--- config.mk ---
export PLATFORM = sky130hd
export DESIGN_NAME = uart_tx_arb_flat
export DESIGN_NICKNAME = d
export VERILOG_FILES = /design/src/rtl/uart_tx_arb_if.sv /design/src/rtl/uart_tx_arb.sv /design/src/flat_wrapper.sv
export SDC_FILE = /design/constraint.sdc
export NUM_CORES = 1
export LEC_CHECK = 0
export ABC_AREA = 1
export BUFFER_PORTS_ARGS = -buffer_cell sky130_fd_sc_hd__buf_2
export CAP_MARGIN = 0
export CORE_UTILIZATION = 45
export CTS_BUF_LIST = sky130_fd_sc_hd__clkbuf_16
export CTS_CLUSTER_SIZE = 25
export DETAILED_ROUTE_END_ITERATION = 10
export GPL_ROUTABILITY_DRIVEN = 0
export PLACE_DENSITY = 0.82
export SLEW_MARGIN = 25
export SYNTH_ARGS = -nofsm -noshare
export SYNTH_HDL_FRONTEND = slang
export SYNTH_SLANG_ARGS = --single-unit
--- constraint.sdc ---
create_clock -name clk -period 1.7 [get_ports clk]
set_input_delay 0.17 -clock clk [delete_from_list [all_inputs] [get_ports clk]]
set_output_delay 0.17 -clock clk [all_outputs]
set_load 0.03 [all_outputs]
--- src/rtl/uart_tx_arb_if.sv ---
// uart_tx_arb bundle: requester side and uart_tx side.
// master = arbiter, slave = requesters plus uart_tx.
interface uart_tx_arb_if #(
  parameter int N = 2
);
  logic [N-1:0]   req_rdy;
  logic [8*N-1:0] req_data;
  logic [N-1:0]   req_lock;
  logic [N-1:0]   req_fetch;
  logic [N-1:0]   grant;
  logic [7:0]     tx_data;
  logic           tx_rdy;
  logic           tx_fetch;
  logic           busy;

  modport master (
    input  req_rdy, req_data, req_lock, tx_fetch,
    output req_fetch, grant, tx_data, tx_rdy, busy
  );

  modport slave (
    output req_rdy, req_data, req_lock, tx_fetch,
    input  req_fetch, grant, tx_data, tx_rdy, busy
  );
endinterface

--- src/rtl/uart_tx_arb.sv ---
// Round-robin arbiter sharing one uart_tx among N byte sources.
// Optional lock keeps messages contiguous; BURST bounds a locked grant.
module uart_tx_arb #(
  parameter int N     = 2,
  parameter int BURST = 0
) (
  input logic           clk,
  input logic           rst_n,
  uart_tx_arb_if.master bus
);
  localparam int IW = (N > 1) ? $clog2(N) : 1;

  typedef enum logic [1:0] {
    IDLE,
    GRANT,
    WAIT
  } state_t;

  state_t        state;
  logic [IW-1:0] owner;
  logic [IW-1:0] last;
  logic [7:0]    cnt;
  logic [N-1:0]  grant_q;
  logic          busy_q;

  logic [IW-1:0] pick;
  logic          found;
  int            scan;
  logic          own_rdy;
  logic          own_lock;
  logic [7:0]    own_data;
  logic          burst_ok;

  // search starts just past the last owner, wrapping mod N
  always_comb begin
    pick  = '0;
    found = 1'b0;
    scan  = 0;
    for (int k = 1; k <= N; k++) begin
      scan = (int'(last) + k) % N;
      if (!found && bus.req_rdy[IW'(scan)]) begin
        found = 1'b1;
        pick  = IW'(scan);
      end
    end
  end

  always_comb begin
    own_rdy  = 1'b0;
    own_lock = 1'b0;
    own_data = '0;
    for (int i = 0; i < N; i++) begin
      if (owner == IW'(i)) begin
        own_rdy  = bus.req_rdy[i];
        own_lock = bus.req_lock[i];
        own_data = bus.req_data[8*i +: 8];
      end
    end
  end

  assign burst_ok = (BURST == 0) ||
                    (int'(cnt) + 1 < BURST);

  always_ff @(posedge clk or negedge rst_n) begin
    if (!rst_n) begin
      state   <= IDLE;
      owner   <= '0;
      last    <= IW'(N - 1);
      cnt     <= '0;
      grant_q <= '0;
      busy_q  <= 1'b0;
    end else begin
      unique case (state)
        IDLE: begin
          if (found) begin
            state   <= GRANT;
            owner   <= pick;
            last    <= pick;
            cnt     <= '0;
            grant_q <= N'(1) << pick;
            busy_q  <= 1'b1;
          end
        end
        GRANT: begin
          if (own_rdy) begin
            state <= WAIT;
          end else if (!own_lock) begin
            state   <= IDLE;
            grant_q <= '0;
            busy_q  <= 1'b0;
          end
        end
        WAIT: begin
          if (bus.tx_fetch) begin
            cnt <= (cnt == 8'hFF) ? cnt : cnt + 8'd1;
            if (own_lock && burst_ok) begin
              state <= GRANT;
            end else begin
              state   <= IDLE;
              grant_q <= '0;
              busy_q  <= 1'b0;
            end
          end
        end
        default: begin
          state   <= IDLE;
          grant_q <= '0;
          busy_q  <= 1'b0;
        end
      endcase
    end
  end

  // busy_q clears asynchronously, so tx_rdy drops with reset
  assign bus.tx_rdy    = busy_q & own_rdy;
  assign bus.tx_data   = own_data;
  assign bus.grant     = grant_q;
  assign bus.busy      = busy_q;
  assign bus.req_fetch = bus.tx_fetch ? grant_q : '0;
endmodule
--- src/flat_wrapper.sv ---
// flat-port wrapper written by rule: the top's interface ports become plain ports
module uart_tx_arb_flat 
#(
  parameter int N     = 2,
  parameter int BURST = 0
)
  (clk, rst_n, bus_req_rdy, bus_req_data, bus_req_lock, bus_tx_fetch, bus_req_fetch, bus_grant, bus_tx_data, bus_tx_rdy, bus_busy);
  uart_tx_arb_if #(.N(N)) bus_i ();
  input logic clk;
  input logic rst_n;
  input wire logic [$bits(bus_i.req_rdy)-1:0] bus_req_rdy;
  input wire logic [$bits(bus_i.req_data)-1:0] bus_req_data;
  input wire logic [$bits(bus_i.req_lock)-1:0] bus_req_lock;
  input wire logic [$bits(bus_i.tx_fetch)-1:0] bus_tx_fetch;
  output wire logic [$bits(bus_i.req_fetch)-1:0] bus_req_fetch;
  output wire logic [$bits(bus_i.grant)-1:0] bus_grant;
  output wire logic [$bits(bus_i.tx_data)-1:0] bus_tx_data;
  output wire logic [$bits(bus_i.tx_rdy)-1:0] bus_tx_rdy;
  output wire logic [$bits(bus_i.busy)-1:0] bus_busy;
  assign bus_i.req_rdy = bus_req_rdy;
  assign bus_i.req_data = bus_req_data;
  assign bus_i.req_lock = bus_req_lock;
  assign bus_i.tx_fetch = bus_tx_fetch;
  assign bus_req_fetch = bus_i.req_fetch;
  assign bus_grant = bus_i.grant;
  assign bus_tx_data = bus_i.tx_data;
  assign bus_tx_rdy = bus_i.tx_rdy;
  assign bus_busy = bus_i.busy;
  uart_tx_arb #(.N(N), .BURST(BURST)) u_core (.clk(clk), .rst_n(rst_n), .bus(bus_i));
endmodule
==> results of run 1 <==
placed cells by master, fill, tap and decap left out:
| cell type | n |
|---|---|
| a21boi_0 | 1 |
| a21oi_1 | 1 |
| buf_2 | 36 |
| buf_4 | 1 |
| clkbuf_16 | 3 |
| clkinv_1 | 1 |
| dfrtp_1 | 6 |
| dfstp_2 | 1 |
| dlygate4sd3_1 | 1 |
| ha_1 | 4 |
| inv_1 | 12 |
| inv_2 | 1 |
| nand2_1 | 58 |
| nand2_2 | 3 |
| nand2_4 | 2 |
| nand3_1 | 4 |
| nand3_2 | 1 |
| nor2_1 | 8 |
| o21ai_2 | 1 |
repair_timing:
action	4_1_cts	5_1_grt
gates resized for setup	0	0
hold buffers	1	0
hold endpoints to repair	7	0
cell families (layout without fill, tap and decap cells):
group           count (synthesis)  count (layout)
simple gates                   76              76
compound gates                  3               3
fa+ha+maj                       4               4
flops                           7               7
buf+inv                        15              55
synth_stat cells:
| master | count |
|---|---|
| inv_2 | 1 |
| nand3_1 | 4 |
| a21oi_1 | 1 |
| clkinv_1 | 1 |
| nand2_2 | 3 |
| nand2_4 | 2 |
| nor2_1 | 8 |
| buf_6 | 2 |
| nand3_2 | 1 |
| dfrtp_1 | 6 |
| inv_1 | 11 |
| nand2_1 | 58 |
| a21boi_0 | 1 |
| ha_1 | 4 |
| dfstp_2 | 1 |
| o21ai_2 | 1 |
final cells by class:
type / count / area, um^2 / share of cell area, %
clock buffers: 3 / 75.1 / 8.24
clock inverters: 1 / 3.75 / 0.412
inverters: 13 / 48.8 / 5.36
multi-input cells: 83 / 390 / 42.9
flip-flops and latches: 7 / 176 / 19.4
well taps: 15 / 18.8 / 2.06
repair buffers: 38 / 198 / 21.7
per-layer routing:
metal | up-vias | track usage [%] | part of all wire, %
li1 | 391 | - | -
met4 | 0 | 3.45 | 1.3
met3 | 3 | 10.8 | 6.4
met2 | 23 | 40.6 | 51
met1 | 340 | 26.4 | 41
met5 | - | 0 | 0
where the power goes:
group	internal (mW)	leakage (nW)	switching [mW]
Combinational	0.345	0.476	0.771
Sequential	0.257	0.0862	0.0692
Clock	0.305	0.0423	0.0851
flip-flops by register name (all words and copies together) (netlist names):
| signal | count |
|---|---|
| u_core.state | 2 |
| u_core.bus.grant | 2 |
| u_core.last | 1 |
| u_core.owner | 1 |
| u_core.bus.busy | 1 |
per-stage QoR:
| step | hold WS (ps) | instance area (um^2) | setup WS, ps | total power, mW |
|---|---|---|---|---|
| after floorplan | -126 | 638 | 156 | 1.18 |
| after global placement | 14.6 | 822 | 469 | 1.40 |
| after detailed placement | 16.3 | 822 | 404 | 1.43 |
| after CTS | 272 | 911 | 221 | 1.84 |
| after global routing | 305 | 911 | 159 | 2.00 |
| final | 271 | 911 | 234 | 1.83 |
critical path, cell delays in order (launching register included):
cell and delay [ps]:
dfrtp_1 390, inv_2 210, nand2_4 70, a21boi_0 170, buf_2 220
path summary, 6_finish.rpt:
kind	startpoint	to	slack [ps]
worst min-delay path	bus_req_rdy[0]	u_core.last	270
worst min register to register	u_core.last	u_core.last	480
max in group asynchronous	rst_n	u_core.last	1160
worst max-delay path	u_core.owner	bus_tx_rdy	230
worst max register to register	u_core.state[0]	u_core.bus.busy	390
min in group asynchronous	rst_n	u_core.bus.grant[1]	310
==> impl_results.md, run 1 <==
* Clock transition at the registers of the reported paths at 40 ps
* Critical path arrival at 1300 ps
* Fin nets at 173
* CTS tree: done
* Number of CTS-inserted buffers at 3
* Largest net degree at the start of global routing at 13
* Syn Area/Cell at 6.08 um^2
* Synth Area in Adders at 7.84%
* GRT Total Usage at 23.5%
* Die Y-Extent at 39.7 um
* Post-Synth XOR/XNOR Area at 0%
* Port Buf Inserts at 36
* Number of I/O pins at 37
* CTS Sinks at 7
* Filler cell count at 112
* Routed wire length at 1.64 mm
* Fin util at 69.1%
* Remaining antenna violation count at 0
* Yosys reg bits at 7
* Core Box Area at 1320 um^2
* H-tree depth at 1
* Slew HR at 83.6%
* GRT overflow at 0
* Crit path max fanout at 12
* Crit path launch type: flip-flop
* Die X at 39.7 um
* Post-synthesis simple-gate area fraction at 50.0%
* # diodes at 0
* Antenna violations before repair at 0
* LEAKAGE at 0.604 nW
* Period minus WS final at 1470 ps
* Routed WL per cell at 10.2 um
* Via density per instance at 4.73
* Synth warn at 0
* Worst Reg2Reg Path Length in Cells at 9
* Mux cell area share after synthesis at 0%
* CTS Root Buffer Type: clkbuf_16
* Peak VDD IR at 1.03 mV
* Synth Instances at 105
* Period utilization at 86.2%
* Final Max Tran Viols at 0
* Largest family of logic cells by synthesized area: simple AND/OR/NAND/NOR gates
* # DRC at 0
* TNS Setup at 0 ps
* RSZ-0062 raised after global routing: false
* Final Non-Filler Cells at 160
* Final hold violation count at 0
* DRT Pass-1 Iters at 6
* Area leader, netlist: nand2_1
* DP Cell Count at 155
* Vias at 757
* Global-route wire length before repair at 2.43 mm
* WP data required at 1530 ps
* Starting DRT DRC Count at 16
* Kind of critical path: reg -> out
* Postcts setup bufs at 0
* Post-synthesis sequential area ratio at 27.6%
* Final setup violation count at 0
* Post-synthesis net count at 132
* Synth top area share at 34.1%
* Syn Std Cell Area at 638 um^2
* Area growth syn-to-layout at 42.7%
* Outcome: finished, final reports clean
* Dominant cells by area after synthesis: nand2_1 34%, dfrtp_1 24%, ha_1 7.8%
* Share of post-route cells with drive strength above 1 at 33.8%
* Clk_skew at 1.21 ps
* Clock buffer depth at 2
* FP Rows at 13
* Clock Latency Late Sink at 230 ps
* Post-DP HPWL at 1.28 mm
* Fmax at 0.682 GHz
* CP endpoint kind: output port
* Yosys cell types at 16
* Compound-Gate Fraction of Synth Area at 3.33%
* Hold Crit Class: in -> reg
* Pwr dens at 2010 nW/um^2
* Initial core utilization at 48.4%
* Worst-Margin Slew at 246 ps
* Vias in the first global route at 624
* MaxCap Viol Count at 0
* Hold path depth at 4
* Die area at 1570 um^2
(Power assumes the default switching activity.)
==> inputs of run 2 (changes only) <==
RECOVER_POWER = 50   (was default)
==> impl_results.md, run 2 (synthesized netlist as in run 1, its figures left out) <==
* Hold path startpoint: bus_req_rdy[0] (unchanged)
* Final Max Tran Viols at 0 (unchanged)
* CP endpoint kind: output port (unchanged)
* Area growth syn-to-layout at 41.6% (was 42.7%)
* WP data required at 1530 ps (about the same)
* CTS Sinks at 7 (unchanged)
* Outcome: finished, final reports clean (unchanged)
* R2R Path End: u_core.bus.busy (unchanged)
* Remaining antenna violation count at 0 (unchanged)
* Port Buf Inserts at 36 (unchanged)
* Most common cell after layout, fill and taps aside: nand2_1 (unchanged)
* MaxCap Viol Count at 0 (unchanged)
* LEAKAGE at 0.583 nW (was 0.604 nW)
* Worst Setup Slack, final at 235 ps (was 234 ps)
* Final setup violation count at 0 (unchanged)
* Hold Crit Class: in -> reg (unchanged)
* Clock transition at the registers of the reported paths at 40 ps (about the same)
* Share of post-route cells with drive strength above 1 at 29.7% (was 33.8%)
* DRT Pass-1 Iters at 6 (unchanged)
* Clk_skew at 1.28 ps (was 1.21 ps)
* GRT overflow at 0 (unchanged)
* Hold worst-path end: u_core.last (unchanged)
* Antenna violations before repair at 0 (unchanged)
* Routed wire length at 1.63 mm (was 1.64 mm)
* Filler cell count at 118 (was 112)
* Most frequent cells in the layout: 58 x nand2_1, 30 x buf_2, 12 x inv_1 (was 58 x nand2_1, 36 x buf_2, 12 x inv_1)
* Period utilization at 86.2% (about the same)
* Fmax at 0.682 GHz (about the same)
* Global-route wire length before repair at 2.43 mm (unchanged)
* Number of CTS-inserted buffers at 3 (unchanged)
* H-tree depth at 1 (unchanged)
* Final hold violation count at 0 (unchanged)
* Fin nets at 173 (unchanged)
* Clock buffer depth at 2 (unchanged)
* Worst Reg2Reg Path Length in Cells at 9 (unchanged)
* FP Rows at 13 (unchanged)
* Routed WL per cell at 10.2 um (about the same)
* Kind of critical path: reg -> out (unchanged)
* Post-DP HPWL at 1.28 mm (unchanged)
* Clock Latency Late Sink at 230 ps (about the same)
* # diodes at 0 (unchanged)
* Die Y-Extent at 39.7 um (unchanged)
* Slew HR at 72.6% (was 83.6%)
* Setup slack, reg-to-reg at 390 ps (about the same)
* CTS Root Buffer Type: clkbuf_16 (unchanged)
* Hold path depth at 4 (unchanged)
* GRT Total Usage at 23.5% (unchanged)
* Core Box Area at 1320 um^2 (unchanged)
* RSZ-0062 raised after global routing: false (unchanged)
* Peak VDD IR at 1.03 mV (about the same)
* TNS Setup at 0 ps (unchanged)
* # DRC at 0 (unchanged)
* Dpl ws at 404 ps (unchanged)
* Starting DRT DRC Count at 15 (was 16)
* Largest net degree at the start of global routing at 13 (unchanged)
* Register area at 176 um^2 (unchanged)
* Multi-input gate area in the final layout at 390 um^2 (unchanged)
* Period minus WS final at 1470 ps (about the same)
* FF-to-FF Start: u_core.state[0] (unchanged)
* CTS tree: done (unchanged)
* Die X at 39.7 um (unchanged)
* Die area at 1570 um^2 (unchanged)
* Crit path max fanout at 12 (unchanged)
* Critical path arrival at 1300 ps (about the same)
* Number of I/O pins at 37 (unchanged)
* Vias in the first global route at 624 (unchanged)
* Crit path launch type: flip-flop (unchanged)
* Vias at 753 (was 757)
* Worst-Margin Slew at 412 ps (was 246 ps)
* Via density per instance at 4.71 (was 4.73)
* Pwr dens at 2020 nW/um^2 (was 2010 nW/um^2)
* Initial core utilization at 48.4% (unchanged)
## run 2: changes by cell type in the layout (fill, tap and decap cells not counted), sizes merged
cell / delta
clkbuf: +6
buf: -6
## run 2: stage by stage
step	area [um^2]	util [%]	std cells	hold slack [ps]	power, mW
final	903	68.6	160	271	1.82
after global routing	903	68.6	160	305	1.99
after CTS	911	69.1	160	272	1.84
after detailed placement	822	62.4	155	16.3	1.43
after global placement	822	62.4	155	14.6	1.40
after floorplan	638	-	105	-126	1.18
## run 2: routing by layer
metal / GRT usage (%) / vias to the layer above / wire [um]
met3: 10.8 / 3 / 117
met5: 0 / - / 0
met1: 26.4 / 337 / 649
met2: 40.6 / 22 / 843
li1: - / 391 / -
met4: 3.45 / 0 / 21
## run 2: how the worst max path moves through the flow
stage	startpoint	endpoint	cells after the start
floorplan	u_core.owner	bus_tx_rdy	4
global placement	u_core.state[0]	u_core.bus.busy	9
detailed placement	u_core.state[0]	u_core.bus.busy	9
CTS	u_core.owner	bus_tx_rdy	4
global route	u_core.owner	bus_tx_rdy	4
finish	u_core.owner	bus_tx_rdy	4
## run 2: where the power goes
group	leakage [nW]	total, mW	switching (mW)	internal, mW
Sequential	0.0862	0.327	0.0698	0.257
Combinational	0.454	1.10	0.772	0.332
Clock	0.0423	0.391	0.0852	0.305
## run 2: layout make-up
cell class,count,area share (%)
multi-input combinational,83,43.2
inverter,13,5.40
sequential,7,19.5
clock buffer,3,8.31
tap,15,2.08
clock inverter,1,0.416
timing repair buffer,38,21.1
## run 2: critical path: stages, from the launching register on
cell      delay, ps
dfrtp_1         390
inv_2           210
nand2_4          70
a21boi_0        170
buf_2           220
## run 2: repair_timing
action | in CTS | in global routing
hold buffers | 1 | 0
gates resized for setup | 0 | 0
buffers inserted | 0 | 0
hold endpoints to repair | 7 | 0
